===== src/rtl/rv32v_addr_gen.sv =====
`default_nettype none
// ============================================================================
// Module   : rv32v_addr_gen
// Purpose  : Vector load/store address generator. It splits a request into
//            beats of NUM_LANES elements and screens each beat for misaligned
//            elements. Defining RV32V_STRIDED_EN adds strided addressing.
// Revision : 1.0 - initial release
// ============================================================================
module rv32v_addr_gen #(
    parameter int NUM_LANES = 4,
    parameter int VLMAX     = 32
) (
    input  logic                              CLK,
    input  logic                              nRST,
    input  logic                              req_valid,
    output logic                              req_ready,
    input  logic                              req_store,
    input  logic [31:0]                       base,
    input  logic [31:0]                       stride,
    input  logic                              strided,
    input  logic [1:0]                        eew,
    input  logic [$clog2(VLMAX):0]            vl,
    input  logic                              vm,
    input  logic [VLMAX-1:0]                  vmask,
    input  logic                              lsc_ready,
    output logic                              wen,
    output logic                              ren,
    output logic [NUM_LANES-1:0][31:0]        addr_wide,
    output logic [NUM_LANES-1:0]              ven_lanes,
    output logic [$clog2(VLMAX)-1:0]          elem_base,
    output logic                              busy,
    output logic                              done,
    output logic                              fault,
    output logic [$clog2(VLMAX)-1:0]          fault_idx
);

    localparam int EW  = $clog2(VLMAX);
    localparam int CW  = EW + 1;
    localparam int LW  = $clog2(NUM_LANES);
    localparam int LNW = (NUM_LANES > 1) ? $clog2(NUM_LANES) : 1;

    typedef enum logic [1:0] {
        S_IDLE  = 2'd0,
        S_ISSUE = 2'd1,
        S_DONE  = 2'd2,
        S_FAULT = 2'd3
    } state_t;

    state_t             r_state;
    logic               r_store;
    logic [1:0]         r_eew;
    logic [CW-1:0]      r_vl;
    logic               r_vm;
    logic [VLMAX-1:0]   r_vmask;
    logic [31:0]        r_beat_addr;
    // One bit wider than elem_base so the final advance past VLMAX cannot wrap.
    logic [CW-1:0]      r_elem;
    logic [EW-1:0]      r_fault_idx;

    logic [1:0]                    w_eew;
    logic [NUM_LANES-1:0][31:0]    w_addr;
    logic [NUM_LANES-1:0]          w_en;
    logic [NUM_LANES-1:0]          w_mis;
    logic [31:0]                   w_align_mask;
    logic [31:0]                   w_next_addr;
    logic [CW-1:0]                 w_next_elem;
    logic [LNW-1:0]                w_mis_lane;
    logic                          w_issue;
    logic                          w_any_mis;
    logic                          w_any_en;

    assign w_eew        = (eew == 2'b11) ? 2'b10 : eew;
    assign w_align_mask = (32'd1 << r_eew) - 32'd1;
    assign w_next_elem  = r_elem + CW'(NUM_LANES);

`ifdef RV32V_STRIDED_EN
    logic [31:0] r_es;
    assign w_next_addr = r_beat_addr + (r_es << LW);
`else
    logic w_unused_cfg;
    assign w_unused_cfg = ^{stride, strided};
    assign w_next_addr  = r_beat_addr + (32'(NUM_LANES) << r_eew);
`endif

    for (genvar i = 0; i < NUM_LANES; i++) begin : g_lane
        logic [CW-1:0] w_idx;
        assign w_idx = r_elem + CW'(i);
`ifdef RV32V_STRIDED_EN
        assign w_addr[i] = r_beat_addr + r_es * 32'(i);
`else
        assign w_addr[i] = r_beat_addr + (32'(i) << r_eew);
`endif
        assign w_en[i]  = (w_idx < r_vl) && (w_idx < CW'(VLMAX)) &&
                          (r_vm || r_vmask[w_idx[EW-1:0]]);
        assign w_mis[i] = w_en[i] && ((w_addr[i] & w_align_mask) != 32'd0);
    end

    always_comb begin
        w_mis_lane = '0;
        for (int i = NUM_LANES - 1; i >= 0; i--) begin
            if (w_mis[i]) begin
                w_mis_lane = LNW'(i);
            end
        end
    end

    assign w_issue   = (r_state == S_ISSUE);
    assign w_any_mis = |w_mis;
    assign w_any_en  = |w_en;

    // Beat outputs are forced to zero outside ISSUE so idle state is all-zero.
    assign addr_wide = w_issue ? w_addr : '0;
    assign ven_lanes = w_issue ? w_en : '0;
    assign elem_base = w_issue ? r_elem[EW-1:0] : '0;
    assign wen       = w_issue && !w_any_mis && w_any_en && r_store;
    assign ren       = w_issue && !w_any_mis && w_any_en && !r_store;
    assign req_ready = (r_state == S_IDLE);
    assign busy      = (r_state != S_IDLE);
    assign done      = (r_state == S_DONE);
    assign fault     = (r_state == S_FAULT);
    assign fault_idx = r_fault_idx;

    always_ff @(posedge CLK) begin
        if (!nRST) begin
            r_state     <= S_IDLE;
            r_store     <= 1'b0;
            r_eew       <= 2'b00;
            r_vl        <= '0;
            r_vm        <= 1'b0;
            r_vmask     <= '0;
            r_beat_addr <= 32'd0;
            r_elem      <= '0;
            r_fault_idx <= '0;
`ifdef RV32V_STRIDED_EN
            r_es        <= 32'd0;
`endif
        end else begin
            case (r_state)
                S_IDLE: begin
                    if (req_valid) begin
                        r_store     <= req_store;
                        r_eew       <= w_eew;
                        r_vl        <= vl;
                        r_vm        <= vm;
                        r_vmask     <= vmask;
                        r_beat_addr <= base;
                        r_elem      <= '0;
`ifdef RV32V_STRIDED_EN
                        r_es        <= strided ? stride : (32'd1 << w_eew);
`endif
                        r_state     <= (vl == '0) ? S_DONE : S_ISSUE;
                    end
                end
                S_ISSUE: begin
                    if (w_any_mis) begin
                        r_fault_idx <= r_elem[EW-1:0] + EW'(w_mis_lane);
                        r_state     <= S_FAULT;
                    end else if (!w_any_en || lsc_ready) begin
                        r_beat_addr <= w_next_addr;
                        r_elem      <= w_next_elem;
                        if (w_next_elem >= r_vl) begin
                            r_state <= S_DONE;
                        end
                    end
                end
                S_DONE:  r_state <= S_IDLE;
                S_FAULT: r_state <= S_IDLE;
                default: r_state <= S_IDLE;
            endcase
        end
    end

endmodule
`default_nettype wire


===== config.mk =====
export PLATFORM = sky130hd
export DESIGN_NAME = rv32v_addr_gen
export DESIGN_NICKNAME = d
export VERILOG_FILES = /design/src/rtl/rv32v_addr_gen.sv
export SDC_FILE = /design/constraint.sdc
export NUM_CORES = 1
export LEC_CHECK = 0
export ABC_CLOCK_PERIOD_IN_PS = 12300
export BUFFER_PORTS_ARGS = -buffer_cell sky130_fd_sc_hd__buf_2
export CAP_MARGIN = 20
export CORE_MARGIN = 2
export CORE_UTILIZATION = 52
export DETAILED_ROUTE_END_ITERATION = 8
export PLACE_DENSITY = 0.86
export SETUP_SLACK_MARGIN = 0.1
export SYNTH_ARGS = -nofsm -noshare
export SYNTH_HDL_FRONTEND = slang
export SYNTH_SLANG_ARGS = --single-unit

===== constraint.sdc =====
create_clock -name CLK -period 12.3 [get_ports CLK]
set_input_delay 1.845 -clock CLK [delete_from_list [all_inputs] [get_ports CLK]]
set_output_delay 1.845 -clock CLK [all_outputs]
set_load 0.005 [all_outputs]

==> flow_metrics.env, run 1 <==
export IMPL_cts_root_buf="clkbuf_16"
export IMPL_place_inst=1509
export IMPL_cts_tree="yes"
export IMPL_status="complete, no violations"
export IMPL_fillers=1393
export IMPL_ys_seq_area_share_pct=20.8
export IMPL_rsz0062_at_grt="false"
export IMPL_insertion_delay_ns=0.36
export IMPL_rr_worst_depth=10
export IMPL_num_vias=9232
export IMPL_ys_types=75
export IMPL_multi_input_area_um2=5940
export IMPL_area_growth_pct=16.3
export IMPL_grt_pass1_wl_um=40300
export IMPL_period_minus_slack_ns=6.77
export IMPL_dieArea_um2=16700
export IMPL_hold_end="r_vmask[0]"
export IMPL_min_period_over_period_pct=55.0
export IMPL_grt_pass1_vias=8220
export IMPL_ctsHoldBuffers=0
export IMPL_cts_max_level=3
export IMPL_finClkSkew_ns=0.0114
export IMPL_hold_viol=0
export IMPL_seq_power_share_pct=37.2
export IMPL_combPwrFrac_pct=35.2
export IMPL_synthFlopType="dfxtp_1"
export IMPL_worst_pin_slew_ns=1.11
export IMPL_required_ns=10.45
export IMPL_p_int_uw=600
export IMPL_cp_max_fo=25
export IMPL_drv_slew=0
export IMPL_seqCellArea_um2=1700
export IMPL_rows=45
export IMPL_async_flop_share_pct=0
export IMPL_synth_edf_count=0
export IMPL_diodes=0
export IMPL_final_nets=1460
export IMPL_avgSynthCellArea_um2=6.94
export IMPL_pwr_share_clk_pct=27.6
export IMPL_viasPerCell=6.05
export IMPL_start_util_pct=53.6
export IMPL_cap_violations=0
export IMPL_gr_total_overflow=0
export IMPL_max_freq_mhz=148
export IMPL_cts_buffers=9
export IMPL_p_sw_uw=414
export IMPL_cts_resized=0
export IMPL_grt_max_degree=97
export IMPL_drc=0
export IMPL_antenna_found_initial=0
export IMPL_dr_pass1_iters=5
export IMPL_stdcell_count=1526
export IMPL_crit_path_start_kind="flop"
export IMPL_drive_above_1_share_pct=21.4
export IMPL_ant_nets=0
export IMPL_placed_cell_area_um2=9180
export IMPL_arrival_ns=4.92
export IMPL_hold_path_class="reg2reg"
export IMPL_r2r_end="r_beat_addr[27]"
export IMPL_wire_per_inst_um=17.0
export IMPL_r2r_start="r_beat_addr[6]"
export IMPL_hp_start="r_vmask[0]"
export IMPL_dieWidth_um=129
export IMPL_final_cell_mix="buf_2, nand2_1, nor2_1"
export IMPL_grt_total_usage_pct=30.0
export IMPL_slew_headroom_pct=26.0
export IMPL_syn_area_um2=8170
export IMPL_coreArea_um2=15300
export IMPL_ios=259
export IMPL_cts_buffer_depth=2
export IMPL_wirelength_um=26000
export IMPL_fin_setup_tns_ns=0
export IMPL_stdcell_area_um2=9500
export IMPL_die_h_um=129
export IMPL_post_cts_buffers=0
export IMPL_ir_worst_vdd_uv=108
export IMPL_r2r_setup_slack_ns=6.78
export IMPL_criticalPathCategory="reg2out"
export IMPL_hold_depth=2
export IMPL_p_leak_uw=0.00391
export IMPL_hpwl_um=18900
export IMPL_netlist_instances=1177
export IMPL_ys_ff_latch=85
export IMPL_hold_ws_ns=0.455
export IMPL_p_per_area_nw_per_um2=107
export IMPL_clk_pin_slew_ns=0.07
export IMPL_ys_warn_count=0
export IMPL_layout_commonest_cell="buf_2"
export IMPL_switching_share_pct=40.8
export IMPL_final_setup_viol_count=0
export IMPL_clkSinkCount=85
export IMPL_utilization_pct=62.3
export IMPL_place_congestion=0.957
export IMPL_first_iter_violations=987
export IMPL_crit_path_end_kind="output port"
export IMPL_port_buffer_count=223
[power groups by stage]
stage                     logic, uW  clock network [uW]  registers [uW]
after floorplan                 303                   0             324
after global placement          342                   0             378
after detailed placement        348                   0             380
after CTS                       351                 278             373
after global routing            396                 288             383
final                           357                 280             377
[metal layers]
layer	vias up	share of wire (%)	track usage, %
met4	0	2.9	12.0
met5	-	0	0
met3	62	8.9	6.23
met2	486	47	49.1
li1	4386	-	-
met1	4298	41	38.8
[cell families (layout without fill, tap and decap cells)]
logic type	count (synthesis)	in the layout	synth area share, %
AND/OR/NAND/NOR	542	542	31.4
AO/OA/AOI/OAI	277	277	22.5
buffers and inverters	135	271	7.00
flip-flops	85	85	20.8
XOR/XNOR	75	75	8.04
adder cells (fa/ha/maj)	39	39	6.06
multiplexers	23	23	4.10
other	1	3	0.0459
[sequential cells by signal, indices dropped and copies added, names as in the netlist]
register / count
fault_idx: 5
r_beat_addr: 32
r_eew: 2
r_elem: 4
r_state: 2
r_store: 1
r_vl: 6
r_vm: 1
r_vmask: 32
[cells in the mapped netlist, types with 21 or more instances]
library cell | n | area share, %
nand3_1 | 26 | 1.6
and2_1 | 49 | 3.8
ha_1 | 38 | 5.8
nand2_1 | 195 | 9.0
xor2_1 | 39 | 4.2
nand4_1 | 21 | 1.6
nor3_1 | 24 | 1.5
xnor2_1 | 36 | 3.9
a21oi_1 | 97 | 5.9
dfxtp_1 | 85 | 21
nor2_1 | 129 | 5.9
o21ai_0 | 57 | 3.5
clkbuf_1 | 80 | 3.7
a32o_1 | 27 | 3.3
or3_1 | 30 | 2.3
[metrics by stage]
| stage | setup slack, ns | total power (uW) |
|---|---|---|
| after floorplan | 6.90 | 628 |
| after global placement | 6.02 | 720 |
| after detailed placement | 5.97 | 728 |
| after CTS | 5.57 | 1000 |
| after global routing | 5.20 | 1070 |
| final | 5.53 | 1010 |
[layout make-up]
cell class / instances / share of cell area, %
multi-input combinational: 959 / 62.5
sequential: 85 / 17.9
timing repair buffer: 235 / 12.9
tap: 211 / 2.78
clock buffer: 9 / 2.37
inverter: 20 / 0.790
clock inverter: 7 / 0.737
[worst max-delay path, stage by stage (launching register included)]
cell and delay, ns:
dfxtp_1 0.85, nand4_1 0.60, or4_1 0.87, nor3_1 0.55
xnor2_1 0.22, a32oi_1 0.13, o41ai_1 0.40, o21ai_1 0.31
nor2_1 0.25, nand3_1 0.15, nor2_1 0.12, buf_2 0.12
[worst max path at each step]
stage / startpoint / to / slack (ns) / depth (start not counted)
after CTS: r_beat_addr[6] / wen / 5.57 / 11
after detailed placement: r_beat_addr[6] / wen / 5.97 / 11
final: r_beat_addr[6] / ren / 5.53 / 11
after global placement: r_beat_addr[6] / ren / 6.02 / 11
after floorplan: r_eew[1] / ren / 6.90 / 16
after global routing: r_eew[1] / wen / 5.20 / 15
Power figures use the tool's default switching activity.
==> inputs of run 2 (changes only) <==
--- a/config.mk
+++ b/config.mk
@@ -5,7 +5,8 @@
 export SDC_FILE = /design/constraint.sdc
 export NUM_CORES = 1
 export LEC_CHECK = 0
-export ABC_CLOCK_PERIOD_IN_PS = 12300
+export ABC_AREA = 1
+export ABC_CLOCK_PERIOD_IN_PS = 6250
 export BUFFER_PORTS_ARGS = -buffer_cell sky130_fd_sc_hd__buf_2
 export CAP_MARGIN = 20
 export CORE_MARGIN = 2
==> constraint.sdc (replaced) <==
create_clock -name CLK -period 6.25 [get_ports CLK]
set_input_delay 0.9375 -clock CLK [delete_from_list [all_inputs] [get_ports CLK]]
set_output_delay 0.9375 -clock CLK [all_outputs]
set_load 0.005 [all_outputs]
==> flow_metrics.env, run 2 <==
export IMPL_cts_max_level=3
export IMPL_p_int_uw=1420
export IMPL_cp_top_family="simple AND/OR/NAND/NOR gates"
export IMPL_cts_buffers=9
export IMPL_coreArea_um2=15300
export IMPL_switching_share_pct=47.8
export IMPL_required_ns=5.31
export IMPL_synth_area_top_cells="dfxtp_1, nand2_1, nor2_1"
export IMPL_pwr_share_clk_pct=20.5
export IMPL_wirelength_um=30100
export IMPL_cts_tree="yes"
export IMPL_rsz0062_at_grt="false"
export IMPL_port_buffer_count=223
export IMPL_ant_nets=0
export IMPL_slew_headroom_pct=29.7
export IMPL_final_cell_mix="nand2_1, nor2_1, buf_2"
export IMPL_ys_seq_area_share_pct=20.7
export IMPL_avgSynthCellArea_um2=5.75
export IMPL_combPwrFrac_pct=49.1
export IMPL_p_per_area_nw_per_um2=284
export IMPL_yosysMostFrequentCell="nand2_1"
export IMPL_viasPerCell=5.78
export IMPL_stdcell_count=1803
export IMPL_slowest_stage="dfxtp_1"
export IMPL_final_nets=1736
export IMPL_cp_cell_sequence="inv_1, ha_1, ha_1, fa_1, nand3_1, nand2_1, nand2_1, nand2_1, nand2_1, xor2_1, a21oi_1, nor2_1, nand2_1, o21bai_2, nand2_1, nor2_2, o211ai_1, nor2_1, buf_2"
export IMPL_ys_ff_latch=85
export IMPL_status="complete, no violations"
export IMPL_seq_power_share_pct=30.4
export IMPL_crit_path_start_kind="flop"
export IMPL_grt_pass1_vias=8932
export IMPL_synth_common_cells="nand2_1, nor2_1, nand3_1"
export IMPL_num_vias=10400
export IMPL_insertion_delay_ns=0.35
export IMPL_drv_slew=0
export IMPL_syn_area_um2=8230
export IMPL_cap_violations=0
export IMPL_ys_warn_count=0
export IMPL_synth_edf_count=0
export IMPL_pre_cts_slack_ns=1.44
export IMPL_wire_per_inst_um=16.7
export IMPL_crit_path_end_kind="output port"
export IMPL_ys_types=50
export IMPL_dieArea_um2=16800
export IMPL_grt_max_degree=111
export IMPL_finClkSkew_ns=0.00963
export IMPL_cpPeakStageDelay_ns=0.46
export IMPL_ir_worst_vdd_uv=206
export IMPL_gr_total_overflow=0
export IMPL_cts_resized=0
export IMPL_post_cts_buffers=0
export IMPL_p_sw_uw=1300
export IMPL_fin_setup_tns_ns=0
export IMPL_hp_start="r_vmask[9]"
export IMPL_hpwl_um=22900
export IMPL_hold_viol=0
export IMPL_hold_path_class="reg2reg"
export IMPL_ctsHoldBuffers=0
export IMPL_clkSinkCount=85
export IMPL_first_iter_violations=1213
export IMPL_netlist_instances=1430
export IMPL_rows=45
export IMPL_drc=0
export IMPL_grt_total_usage_pct=34.6
export IMPL_cts_root_buf="clkbuf_16"
export IMPL_place_inst=1786
export IMPL_p_leak_uw=0.00475
export IMPL_dieWidth_um=130
export IMPL_synth_top_cell_by_area="dfxtp_1"
export IMPL_cp_num_buf_inv=2
export IMPL_criticalPathCategory="reg2out"
export IMPL_critPathLaunch="r_eew[1]"
export IMPL_cts_buffer_depth=2
export IMPL_ios=259
export IMPL_antenna_found_initial=1
export IMPL_die_h_um=130
export IMPL_async_flop_share_pct=0
export IMPL_arrival_ns=4.36
export IMPL_place_congestion=1.05
export IMPL_drive_above_1_share_pct=18.0
export IMPL_cp_max_fo=7
export IMPL_r2r_start="r_eew[1]"
export IMPL_start_util_pct=53.7
export IMPL_fillers=1541
export IMPL_clk_pin_slew_ns=0.07
export IMPL_dr_pass1_iters=7
export IMPL_synth_top_area_share_pct=20.7
export IMPL_cp_common_cell="nand2_1"
export IMPL_layout_commonest_cell="nand2_1"
export IMPL_max_freq_mhz=189
export IMPL_min_period_over_period_pct=84.8
export IMPL_final_setup_viol_count=0
export IMPL_reg_largest_list="r_beat_addr x32, r_vmask x32, r_vl x6"
export IMPL_worst_pin_slew_ns=1.05
export IMPL_area_growth_pct=16.5
export IMPL_period_minus_slack_ns=5.30
export IMPL_grt_pass1_wl_um=46400
export IMPL_synthFlopType="dfxtp_1"
export IMPL_setup_slack_ns=0.948
[run 2: changes by cell type after synthesis, sizes merged, moves of 21 or more]
cell,change
nor2,+152
xnor2,-32
or3,-30
a32o,-26
clkbuf,-33
and2,-49
nand3,+106
nor3,+26
nand2,+105
inv,+111
o21ai,+49
xor2,-21
[run 2: tightest hold or removal path: cells and delay by family, from the launching register on]
family | cells | cell delay [ns]
buf+inv | 1 | 0.06
flops | 1 | 0.30
compound gates | 1 | 0.06
[run 2: layout make-up]
cell class	instances	area, um^2	area share, %
multi-input combinational	1126	5630	58.8
sequential	85	1700	17.8
timing repair buffer	231	1180	12.3
inverter	133	502	5.23
tap	211	264	2.75
clock buffer	10	239	2.49
clock inverter	6	68.8	0.718
antenna	1	2.50	0.0261
[run 2: cells by family (layout without fill, tap and decap cells)]
family                     after synthesis  after routing  synth area share [%]
other                                    1              4                0.0456
buffers and inverters                  221            380                  11.1
adders and majority gates               39             39                  6.02
DFF                                     85             85                  20.7
xor gates and xnor gates                22             22                  2.34
AOI/OAI and AO/OA                      268            268                  18.1
and+or+nand+nor                        794            794                  41.7
[run 2: final timing paths]
kind	cells after the start	slack, ns	to
worst min register to register	2	0.46	r_vmask[9]
worst max register to register	20	1.87	r_state[0]
worst min-delay path	2	0.46	r_vmask[9]
worst max-delay path	19	0.95	ren
[run 2: layer usage]
layer | global-route usage, % | wire length [um] | part of all wire (%) | vias up
met4 | 12.9 | 946 | 3.1 | 0
met1 | 48.4 | 12800 | 43 | 4758
met5 | 0 | 0 | 0 | -
li1 | - | - | - | 5022
met3 | 3.85 | 2750 | 9.1 | 62
met2 | 55.0 | 13600 | 45 | 580
[run 2: power by group through the flow]
stage	logic [uW]	registers, uW	clock network [uW]
floorplan	993	719	0
global route	1480	837	581
global placement	1270	824	0
finish	1340	828	558
detailed placement	1290	826	0
CTS	1310	815	555
[run 2: stage by stage]
| step | total power (uW) | instance area [um^2] | util (%) | hold slack [ns] |
|---|---|---|---|---|
| 2_1_floorplan | 1710 | 8230 | - | 0.425 |
| 3_3_place_gp | 2090 | 9280 | 60.6 | 0.443 |
| 3_5_place_dp | 2120 | 9280 | 60.6 | 0.450 |
| 4_1_cts | 2680 | 9580 | 62.6 | 0.459 |
| 5_1_grt | 2900 | 9590 | 62.6 | 0.471 |
| 6_report | 2720 | 9590 | 62.6 | 0.458 |
